$ cat src/rtl/alu_pkg.sv
// Shared widths and FSM state encoding for the word-to-nibble splitter.
package alu_pkg;

  localparam int NIB_W  = 4;
  localparam int WORD_W = 2 * NIB_W;

  localparam logic [1:0] ST_EMPTY = 2'd0;
  localparam logic [1:0] ST_HI    = 2'd1;
  localparam logic [1:0] ST_LO    = 2'd2;

endpackage

$ cat src/rtl/alu_split_if.sv
// Handshake bundle between a word producer, the splitter and a nibble consumer.
interface alu_split_if;

  logic                        in_valid;
  logic                        in_ready;
  logic [alu_pkg::WORD_W-1:0]  in_data;
  logic                        out_valid;
  logic                        out_ready;
  logic [alu_pkg::NIB_W-1:0]   out_nib;
  logic                        out_hi;
  logic [7:0]                  pair_cnt;

  modport slave (
    input  in_valid,
    input  in_data,
    input  out_ready,
    output in_ready,
    output out_valid,
    output out_nib,
    output out_hi,
    output pair_cnt
  );

  modport master (
    output in_valid,
    output in_data,
    output out_ready,
    input  in_ready,
    input  out_valid,
    input  out_nib,
    input  out_hi,
    input  pair_cnt
  );

endinterface

$ cat src/rtl/alu_split.sv
// Splits each accepted {A,B} word into A then B nibbles; A appears the cycle after capture.
// Backpressure: out_ready stalls the held word; a new word is accepted only while B leaves.
module alu_split
  import alu_pkg::*;
(
  input  logic        clk,
  input  logic        rst_n,
  alu_split_if.slave  bus
);

  logic [1:0]        state;
  logic [WORD_W-1:0] hold;
  logic [7:0]        cnt;
  logic              in_xfer;
  logic              out_xfer;

  assign in_xfer  = bus.in_valid  & bus.in_ready;
  assign out_xfer = bus.out_valid & bus.out_ready;

  // Handshake outputs depend only on state and out_ready, never on in_valid.
  always_comb begin
    bus.in_ready  = 1'b1;
    bus.out_valid = 1'b0;
    bus.out_hi    = 1'b0;
    bus.out_nib   = '0;
    case (state)
      ST_HI: begin
        bus.in_ready  = 1'b0;
        bus.out_valid = 1'b1;
        bus.out_hi    = 1'b1;
        bus.out_nib   = hold[WORD_W-1:NIB_W];
      end
      ST_LO: begin
        bus.in_ready  = bus.out_ready;
        bus.out_valid = 1'b1;
        bus.out_nib   = hold[NIB_W-1:0];
      end
      default: begin
        bus.in_ready  = 1'b1;
      end
    endcase
  end

  assign bus.pair_cnt = cnt;

  always_ff @(posedge clk or negedge rst_n) begin
    if (!rst_n) begin
      state <= ST_EMPTY;
      hold  <= '0;
      cnt   <= 8'd0;
    end else begin
      if (in_xfer) begin
        hold <= bus.in_data;
      end
      case (state)
        ST_EMPTY: begin
          if (in_xfer) state <= ST_HI;
        end
        ST_HI: begin
          if (out_xfer) state <= ST_LO;
        end
        ST_LO: begin
          if (out_xfer) begin
            cnt   <= cnt + 8'd1;
            state <= in_xfer ? ST_HI : ST_EMPTY;
          end
        end
        default: state <= ST_EMPTY;
      endcase
    end
  end

endmodule

$ cat src/flat_wrapper.sv
// flat-port wrapper written by rule: the top's interface ports become plain ports
module alu_split_flat import alu_pkg::*;
  (clk, rst_n, bus_in_valid, bus_in_data, bus_out_ready, bus_in_ready, bus_out_valid, bus_out_nib, bus_out_hi, bus_pair_cnt);
  alu_split_if bus_i ();
  input  logic clk;
  input  logic rst_n;
  input wire logic [$bits(bus_i.in_valid)-1:0] bus_in_valid;
  input wire logic [$bits(bus_i.in_data)-1:0] bus_in_data;
  input wire logic [$bits(bus_i.out_ready)-1:0] bus_out_ready;
  output wire logic [$bits(bus_i.in_ready)-1:0] bus_in_ready;
  output wire logic [$bits(bus_i.out_valid)-1:0] bus_out_valid;
  output wire logic [$bits(bus_i.out_nib)-1:0] bus_out_nib;
  output wire logic [$bits(bus_i.out_hi)-1:0] bus_out_hi;
  output wire logic [$bits(bus_i.pair_cnt)-1:0] bus_pair_cnt;
  assign bus_i.in_valid = bus_in_valid;
  assign bus_i.in_data = bus_in_data;
  assign bus_i.out_ready = bus_out_ready;
  assign bus_in_ready = bus_i.in_ready;
  assign bus_out_valid = bus_i.out_valid;
  assign bus_out_nib = bus_i.out_nib;
  assign bus_out_hi = bus_i.out_hi;
  assign bus_pair_cnt = bus_i.pair_cnt;
  alu_split u_core (.clk(clk), .rst_n(rst_n), .bus(bus_i));
endmodule
$ cat config.mk
export PLATFORM = sky130hd
export DESIGN_NAME = alu_split_flat
export DESIGN_NICKNAME = d
export VERILOG_FILES = /design/src/rtl/alu_pkg.sv /design/src/rtl/alu_split_if.sv /design/src/rtl/alu_split.sv /design/src/flat_wrapper.sv
export SDC_FILE = /design/constraint.sdc
export NUM_CORES = 1
export LEC_CHECK = 0
export ABC_CLOCK_PERIOD_IN_PS = 1800
export BUFFER_PORTS_ARGS = -buffer_cell sky130_fd_sc_hd__buf_4
export CORE_MARGIN = 5
export CORE_UTILIZATION = 35
export CTS_BUF_LIST = sky130_fd_sc_hd__clkbuf_16
export DETAILED_ROUTE_END_ITERATION = 10
export GPL_TIMING_DRIVEN = 0
export HOLD_SLACK_MARGIN = 0.02
export PLACE_DENSITY = 0.68
export REMOVE_ABC_BUFFERS = 1
export SYNTH_ARGS = -nofsm -noshare
export SYNTH_HDL_FRONTEND = slang
export SYNTH_SLANG_ARGS = --single-unit
$ cat constraint.sdc
create_clock -name clk -period 1.8 [get_ports clk]
set_input_delay 0.09 -clock clk [delete_from_list [all_inputs] [get_ports clk]]
set_output_delay 0.09 -clock clk [all_outputs]
set_load 0.01 [all_outputs]
Word level (Yosys, flattened, before mapping) --
Cells that the tools add are included.
Word-level totals: bits in registers 18, input bits 12, output and inout port bits 15, logic and storage cells 24
Operators by class: add/subtract/negate cells 1, equality and inequality tests 5, muxes and demuxes 9, bitwise operators 2, reductions and logical operators 4
Operators by type and width (number):
- 8-bit by 1-bit adder with 8-bit output, second input constant | 1
- 4-bit one-hot mux with 2 select lines | 1
- 2-bit two-way mux | 3
- 2-bit by 1-bit != test with 1-bit output, second input constant | 3
- 2-bit one-hot mux with 3 select lines | 1
- 1-bit two-way mux | 3
- 3-bit AND reduction | 1
- 1-bit AND | 2
- 2-bit by 1-bit == test with 1-bit output, second input constant | 1
- 2-bit == test, second input constant | 1
- 2-bit logical NOT | 1
- 1-bit one-hot mux with 2 select lines | 1
- 2-bit AND reduction | 1
- 2-bit OR reduction | 1

Logic depth before layout (Yosys ltp) --
Gate-level depths: netlist of run 1.
depth in word-level cells 6, mapped depth 7, gate-level depth less buffers 6

Least setup slack after synthesis of run 1 --
OpenSTA, ideal clock, no wires.
kind register to register, from register u_core.state[0], to register u_core.state[0], library setup time 0.127 ns, data arrival time 1.578 ns, required time 1.673 ns, slack 0.095 ns, stages on the path, launching flop included 6, buffers on the path 0, clock period less this slack 1.705 ns, cell sequence dfrtp_1 inv_1 ha_1 nand2_1 a221o_1 mux2_1
On the way: word-level cells in the longest chain between the ends 6, elaborated cells between the ends (all ways) 15, classes of those cells eq/ne: 5; mux: 5; bitwise: 2; reduce/logical: 3
Ends and longest elaborated chain:
- start: declaration | RTL line alu_split.sv:11 | logic [1:0] state;
- start signal: assignment | RTL line alu_split.sv:65 | state <= in_xfer ? ST_HI : ST_EMPTY;
- 2-bit by 1-bit == test with 1-bit output or 2-bit == test (tied branches) | RTL line alu_split.sv:26 | case (state)
- 2-bit OR reduction (no line) *
- 1-bit two-way mux * | RTL line alu_split.sv:26
- named net bus_out_valid | RTL line flat_wrapper.sv:11 | output wire logic [$bits(bus_i.out_valid)-1:0] bus_out_valid;
- 1-bit AND * | RTL line alu_split.sv:18 | assign out_xfer = bus.out_valid & bus.out_ready;
- 2-bit by 1-bit != test with 1-bit output (no line)
- 3-bit AND reduction (no line) *
Mark *: on every way through the listed nets, which the timed path passes. The rest lies on a longest branch. The select of a mux whose other input is x is not followed. A chain may end at the register's enable or synchronous reset.

Final worst setup path of run 1 --
from register u_core.state[1], to register u_core.state[0]
On the way: word-level cells in the longest chain between the ends 6, elaborated cells between the ends (all ways) 15, classes of those cells eq/ne: 5; mux: 5; bitwise: 2; reduce/logical: 3
Ends and longest elaborated chain (RTL line):
- 2-bit == test or 2-bit by 1-bit == test with 1-bit output (tied branches) | alu_split.sv:26, alu_split.sv:55
- 1-bit one-hot mux with 2 select lines or 2-bit OR reduction (tied branches)
- 1-bit AND or 1-bit two-way mux (tied branches) | alu_split.sv:17, alu_split.sv:26
- 1-bit two-way mux or 1-bit AND (tied branches) | alu_split.sv:65, alu_split.sv:18
- 2-bit two-way mux or 2-bit by 1-bit != test with 1-bit output (tied branches)
- 2-bit one-hot mux with 3 select lines or 3-bit AND reduction (tied branches)
Several ways; a longest one is shown, not always the timed one. The select of a mux whose other input is x is not followed.

==> results of run 1 <==
-- worst max-delay path, stage by stage (launching register included) --
cell	delay [ps]
sky130_fd_sc_hd__dfrtp_2	410
sky130_fd_sc_hd__inv_2	80
sky130_fd_sc_hd__ha_4	310
sky130_fd_sc_hd__nand2_1	60
sky130_fd_sc_hd__a221o_1	380
sky130_fd_sc_hd__mux2_1	330
-- metal layers --
layer	wire, um	part of all wire (%)
met3	118	6.3
met4	22	1.2
met1	829	44
met2	907	48
met5	0	0
-- per-stage QoR --
stage,setup TNS (ps),setup slack (ps),hold slack [ps],instance area [um2]
2_1_floorplan,0,94.6,-206,885
3_3_place_gp,0,9.08,-30.2,1120
3_5_place_dp,-98.9,-50.1,-28.3,1120
4_1_cts,0,71.8,71.5,1230
5_1_grt,0,46.2,68.6,1240
6_report,0,108,72.3,1240
-- synth_stat cells, drive strengths merged --
library cell,number,area share [%]
a22oi,4,3.3
nor2,1,0.42
nand3,2,1.1
o21ai,2,1.5
mux2,11,14
nand4,3,2.1
dfrtp,18,50
and3,1,0.83
xnor2,4,3.9
nor2b,4,2.8
buf,1,1.3
xor2,3,2.9
clkbuf,1,0.42
nand2,7,3.2
a21oi,1,0.56
nor3,2,1.1
inv,3,1.3
ha,6,8.3
a221o,1,1.1
-- worst paths after layout --
path	from	to	slack (ps)	cells after the start
setup / recovery	u_core.state[1]	u_core.state[0]	110	5
hold / removal	bus_in_data[4]	u_core.hold[4]	70	2
setup reg to reg	u_core.state[1]	u_core.state[0]	110	5
hold reg to reg	u_core.bus.pair_cnt[7]	u_core.bus.pair_cnt[7]	470	1
max in group asynchronous	rst_n	u_core.state[1]	1350	2
min in group asynchronous	rst_n	u_core.bus.pair_cnt[7]	250	2
-- cells by family (layout without fill, tap and decap cells) --
| group | after synthesis | after routing |
|---|---|---|
| fa+ha+maj | 6 | 6 |
| buf+inv | 5 | 35 |
| xor+xnor | 7 | 7 |
| simple gates | 20 | 20 |
| compound gates | 8 | 8 |
| flops | 18 | 18 |
| mux | 11 | 11 |
-- power groups by stage --
stage                     logic, W  registers (W)  clock network [W]
after floorplan           0.000544       0.000664                  0
after global placement    0.000851       0.000664                  0
after detailed placement  0.000868       0.000672                  0
after CTS                 0.000947       0.000658           0.000457
after global routing       0.00106       0.000691           0.000475
final                     0.000958       0.000666           0.000446
-- final cells by class --
type                    instances  share of cell area, %
clock inverters                 1                  0.302
inverters                       3                  0.905
clock buffers                   3                   6.03
multi-input cells              52                   36.4
well taps                      30                   3.02
flip-flops and latches         18                   36.3
repair buffers                 28                   17.1
-- cells in the final DEF, fill, tap and decap left out --
cell type,count
sky130_fd_sc_hd__buf_4,27
sky130_fd_sc_hd__dfrtp_1,17
sky130_fd_sc_hd__mux2_2,9
sky130_fd_sc_hd__nand2_1,6
sky130_fd_sc_hd__a22oi_1,4
sky130_fd_sc_hd__nor2b_1,4
sky130_fd_sc_hd__xnor2_1,4
sky130_fd_sc_hd__ha_1,4
sky130_fd_sc_hd__nand4_1,3
sky130_fd_sc_hd__xor2_1,3
sky130_fd_sc_hd__clkbuf_16,3
sky130_fd_sc_hd__inv_1,2
sky130_fd_sc_hd__nand3_1,2
sky130_fd_sc_hd__mux2_1,2
sky130_fd_sc_hd__ha_4,2
sky130_fd_sc_hd__o21ai_2,1
sky130_fd_sc_hd__inv_2,1
sky130_fd_sc_hd__nand2_2,1
sky130_fd_sc_hd__a21oi_1,1
sky130_fd_sc_hd__o21ai_1,1
sky130_fd_sc_hd__nor2_1,1
sky130_fd_sc_hd__a221o_1,1
sky130_fd_sc_hd__nor3_1,1
sky130_fd_sc_hd__nor3_2,1
sky130_fd_sc_hd__and3_2,1
sky130_fd_sc_hd__clkinv_1,1
sky130_fd_sc_hd__dlygate4sd3_1,1
sky130_fd_sc_hd__dfrtp_2,1
-- flip-flops by register name, indices dropped and copies added (netlist names) --
name / flops
u_core.bus.pair_cnt: 8
u_core.hold: 8
u_core.state: 2
-- timing repair --
item                                   CTS  global route
setup buffers                            1             0
setup endpoints to repair                3             2
hold buffers                             1             0
gates resized for setup                  3             4
endpoints found under the hold margin   18             0
==> metrics.log, run 1 <==
INFO  metric synthToLayoutAreaGrowth = 38.4%
INFO  metric num_rows = 18
INFO  metric run_status = finished clean
INFO  metric most_heavily_used_metal_layer_in_global_routing = met2
INFO  metric antenna_violating_nets_post_route = 0
INFO  metric antenna_cells = 0
INFO  metric clock_share_of_power = 21.5%
INFO  metric grt_max_degree = 19
INFO  metric drv.max_cap_violation_count = 0
INFO  metric fp.coreArea = 2480 um2
INFO  metric power.internal = 0.00137 W
INFO  metric syn-mean-instance-area = 12.0 um2
INFO  metric die-height = 60.7 um
INFO  metric final_cell_count_no_fill = 135
INFO  metric combinational_family_with_the_most_area_after_synthesis = multiplexers
INFO  metric number_of_iterations_in_the_first_detailed_routing_pass = 4
INFO  metric boundaryPins = 27
INFO  metric tritoncts = yes
INFO  metric multi_input_comb_area = 453 um2
INFO  metric initial_util = 36.3%
INFO  metric synthesis.instances = 75
INFO  metric sw_frac_of_total = 33.8%
INFO  metric path_clk_slew = 50 ps
INFO  metric yosys.area_share.adder = 8.34%
INFO  metric timing.fmax = 591 MHz
INFO  metric post_synthesis_share_of_cell_area_spent_on_xor_and_xnor_gates = 6.82%
INFO  metric met3_usage = 5.53%
INFO  metric critical_path.startpoint_type = flop
INFO  metric setup_viol_count_final = 0
INFO  metric worst_slew_margin_rel = 81.1%
INFO  metric clock_tree.buffer_depth = 2
INFO  metric synth.cell_area = 900 um2
INFO  metric total_global_route_track_usage = 11.9%
INFO  metric hold_violations = 0
INFO  metric compound_gate_portion_of_the_synthesized_area = 6.54%
INFO  metric met1_usage = 14.8%
INFO  metric grt_util_met2 = 17.9%
INFO  metric post_route_cells_drive_above_1_share = 44.8%
INFO  metric clock_skew = 1.98 ps
INFO  metric min-delay-path-class = in -> reg
INFO  metric sequential_cell_area = 452 um2
INFO  metric clkSinkCount = 18
INFO  metric drc_errors = 0
INFO  metric critPathMaxFanout = 8
INFO  metric io_buffers = 26
INFO  metric synth_sequential_area_ratio = 50.1%
INFO  metric power = 0.00207 W
INFO  metric fp.dieW = 60.7 um
INFO  metric n_fill_cell = 245
INFO  metric final_core_utilization = 50.3%
INFO  metric p_sw = 0.000699 W
INFO  metric synth.area.mux_share = 13.8%
INFO  metric gp_congestion = 0.727
INFO  metric cts_max_level = 1
INFO  metric worst_ir_drop_vdd = 0.000858 V
INFO  metric grt_pass1_vias = 684
INFO  metric wl_per_cell = 13.9 um
INFO  metric static_leakage = 0.582 nW
INFO  metric yosys.area_share.simple = 11.5%
INFO  metric cellPowerDensity = 1660 nW/um2
INFO  metric cts_inserted_buffers = 3
INFO  metric unrepaired_setup_endpoints_after_global_routing = false
INFO  metric worst_path_required_time = 1930 ps
INFO  metric globalRouteOverflowTotal = 0
INFO  metric root_buffer_master = sky130_fd_sc_hd__clkbuf_16
INFO  metric vias = 659
INFO  metric cp-end-kind = flop
INFO  metric design.final.nets = 124
INFO  metric comb_power_share = 46.3%
INFO  metric place_hpwl = 1.30 mm
INFO  metric min_period_over_period = 94.0%
INFO  metric final_period_minus_worst_setup_slack = 1690 ps
INFO  metric seq_power_share = 32.2%
INFO  metric worstMarginPinSlew = 284 ps
INFO  metric synth_seq_cells = 18
INFO  metric clock_latency_late_sink = 250 ps
INFO  metric finalMaxSlewViolations = 0
INFO  metric post_drt_via_cell_ratio = 4.88
INFO  metric drt_first_iter_violations = 2
INFO  metric global_route_wire_length_before_repair = 3.14 mm
INFO  metric synth_cell_type_count = 22
INFO  metric arrival = 1820 ps
INFO  metric dp_cells = 129
INFO  metric timing.setup.critical_path_class = reg -> reg
INFO  metric fp.dieArea = 3680 um2
INFO  metric grt_antenna_before_repair = 0
INFO  metric route.final.wire_length = 1.88 mm
INFO  metric yosysWarnings = 0
(Power assumes the default switching activity.)
==> run 2, diff against run 1 <==
Settings changed: ABC_CLOCK_PERIOD_IN_PS 1800 to unset, PLACE_DENSITY 0.68 to 0.7.
Clock period 1.8 ns to 1.45 ns, I/O delays scaled along.
==> metrics.log, run 2 (synthesis gave the netlist of run 1 again) <==
INFO  metric run_status = finished, violations left
INFO  metric failed_checks = negative setup slack
INFO  metric initial_util = 36.3% (unchanged)
INFO  metric fp.coreArea = 2480 um2 (unchanged)
INFO  metric global_route_wire_length_before_repair = 3.38 mm (+7.7%)
INFO  metric critical_path.startpoint = u_core.state[1]
INFO  metric root_buffer_master = sky130_fd_sc_hd__clkbuf_16
INFO  metric min-delay-path-class = in -> reg
INFO  metric clock_skew = 3.23 ps (+1.25 ps)
INFO  metric timing.rr.end = u_core.state[1]
INFO  metric synthToLayoutAreaGrowth = 51.0%
INFO  metric hold-worst-slack = 53.9 ps (-18.4 ps)
INFO  metric critPathMaxFanout = 4 (-4)
INFO  metric arrival = 1720 ps (-100 ps)
INFO  metric cp-end-kind = flop
INFO  metric post_route_cells_drive_above_1_share = 54.9% (+10 points)
INFO  metric pre_cts_slack = -395 ps (-344 ps)
INFO  metric worst_ir_drop_vdd = 0.00145 V (+69%)
INFO  metric worstMarginPinSlew = 229 ps (-55.3 ps)
INFO  metric clock_tree.buffer_depth = 2 (unchanged)
INFO  metric cellPowerDensity = 2150 nW/um2 (+30%)
INFO  metric critical_path.startpoint_type = flop
INFO  metric unrepaired_setup_endpoints_after_global_routing = true
INFO  metric rr_worst_depth = 5 (unchanged)
INFO  metric static_leakage = 0.635 nW (+9.2%)
INFO  metric clkSinkCount = 18 (unchanged)
INFO  metric gp_congestion = 0.763 (+4.9%)
INFO  metric setup_viol_count_final = 19 (+19)
INFO  metric worst_setup_path_endpoint = u_core.state[1]
INFO  metric tritoncts = yes
INFO  metric number_of_iterations_in_the_first_detailed_routing_pass = 4 (unchanged)
INFO  metric cts_inserted_buffers = 3 (unchanged)
INFO  metric design.final.nets = 132 (+6.5%)
INFO  metric grt_antenna_before_repair = 0 (unchanged)
INFO  metric final_cell_count_no_fill = 143 (+5.9%)
INFO  metric globalRouteOverflowTotal = 0 (unchanged)
INFO  metric fp.dieArea = 3680 um2 (unchanged)
INFO  metric drc_errors = 0 (unchanged)
INFO  metric post_drt_via_cell_ratio = 4.89 (+0.14%)
INFO  metric die-height = 60.7 um (unchanged)
INFO  metric worstReg2RegStart = u_core.state[1]
INFO  metric timing.fmax = 628 MHz (+6.3%)
INFO  metric cts_max_level = 1 (unchanged)
INFO  metric drv.max_cap_violation_count = 0 (unchanged)
INFO  metric setup_slack_of_the_most_critical_reg_to_reg_path = -140 ps (-250 ps)
INFO  metric stdcell_area = 1360 um2 (+9.1%)
INFO  metric min_period_over_period = 110% (+16 points)
INFO  metric fp.dieW = 60.7 um (unchanged)
INFO  metric setup_slack = -141 ps (-249 ps)
INFO  metric drt_first_iter_violations = 14 (+12)
INFO  metric boundaryPins = 27 (unchanged)
INFO  metric antenna_violating_nets_post_route = 0 (unchanged)
INFO  metric power = 0.00293 W (+41%)
INFO  metric path_clk_slew = 50 ps (about the same)
INFO  metric final_period_minus_worst_setup_slack = 1590 ps (-101 ps)
INFO  metric place_hpwl = 1.41 mm (+8.0%)
INFO  metric worst_slew_margin_rel = 84.6% (+3.6 points)
INFO  metric route.final.wire_length = 2.11 mm (+12%)
INFO  metric timing.setup.critical_path_class = reg -> reg
INFO  metric most_common_cell_after_layout_fill_and_taps_aside = sky130_fd_sc_hd__buf_4
INFO  metric total_global_route_track_usage = 12.6% (+0.78 points)
INFO  metric grt_pass1_vias = 712 (+4.1%)
INFO  metric finalMaxSlewViolations = 0 (unchanged)
INFO  metric worst_path_required_time = 1580 ps (-350 ps)
INFO  metric grt_max_degree = 19 (unchanged)
INFO  metric io_buffers = 26 (unchanged)
INFO  metric antenna_cells = 0 (unchanged)
INFO  metric wl_per_cell = 14.7 um (+6.0%)
INFO  metric area_after_detailed_placement = 1120 um2 (unchanged)
INFO  metric vias = 699 (+6.1%)
INFO  metric hold_violations = 0 (unchanged)
INFO  metric dp_cells = 129 (unchanged)
INFO  metric clock_latency_late_sink = 250 ps (about the same)
INFO  metric num_rows = 18 (unchanged)
INFO  metric final_cell_mix = sky130_fd_sc_hd__buf_4, sky130_fd_sc_hd__dfrtp_1, sky130_fd_sc_hd__mux2_2, sky130_fd_sc_hd__nand2_1
run 2: area by class of cell:
| class | instances | area [um2] |
|---|---|---|
| clock buffers | 3 | 75.1 |
| clock inverters | 1 | 3.75 |
| fillers | 228 | 1120 |
| inverters | 3 | 11.3 |
| multi-input cells | 52 | 497 |
| flip-flops and latches | 18 | 450 |
| well taps | 30 | 37.5 |
| repair buffers | 36 | 284 |
run 2: what timing repair did:
action / in CTS / in global routing
hold buffers: 1 / 0
endpoints found under the hold margin: 18 / 0
endpoints found under the setup margin: 23 / 20
setup buffers: 6 / 3
gates resized for setup: 11 / 10
pin swaps: 4 / 5
run 2: how the worst min path moves through the flow:
stage / startpoint / end / slack [ps] / depth (start not counted)
3_5_place_dp: rst_n / u_core.state[1] / -50 / 1
6_report: bus_in_data[5] / u_core.hold[5] / 50 / 2
3_3_place_gp: rst_n / u_core.state[1] / -50 / 1
5_1_grt: bus_in_data[4] / u_core.hold[4] / 50 / 2
2_1_floorplan: rst_n / u_core.bus.pair_cnt[0] / -220 / 0
4_1_cts: bus_in_data[5] / u_core.hold[5] / 50 / 2
run 2: power by group:
| group | internal (W) | switching (W) |
|---|---|---|
| clock | 0.000367 | 0.000188 |
| combinational | 0.000875 | 0.000650 |
| sequential | 0.000689 | 0.000158 |
| total | 0.00193 | 0.000996 |
run 2: metrics by stage:
step | setup TNS [ps] | util [%]
floorplan | -1730 | -
global placement | -3520 | 45.1
detailed placement | -4420 | 45.1
CTS | -852 | 52.6
global route | -2930 | 54.8
finish | -1800 | 54.8
run 2: metal layers:
| layer | global-route usage [%] | vias to the layer above | wire, um |
|---|---|---|---|
| met4 | 3.72 | 0 | 25 |
| met2 | 20.3 | 17 | 1080 |
| met3 | 5.53 | 4 | 129 |
| met5 | 0 | - | 0 |
| li1 | - | 336 | - |
| met1 | 15.4 | 342 | 874 |
run 2: worst max-delay path, stage by stage, from the launching register on:
cell and delay (ps):
sky130_fd_sc_hd__dfrtp_1 390, sky130_fd_sc_hd__inv_2 80, sky130_fd_sc_hd__ha_4 280, sky130_fd_sc_hd__nand2_2 50, sky130_fd_sc_hd__a221o_1 350, sky130_fd_sc_hd__mux2_1 320
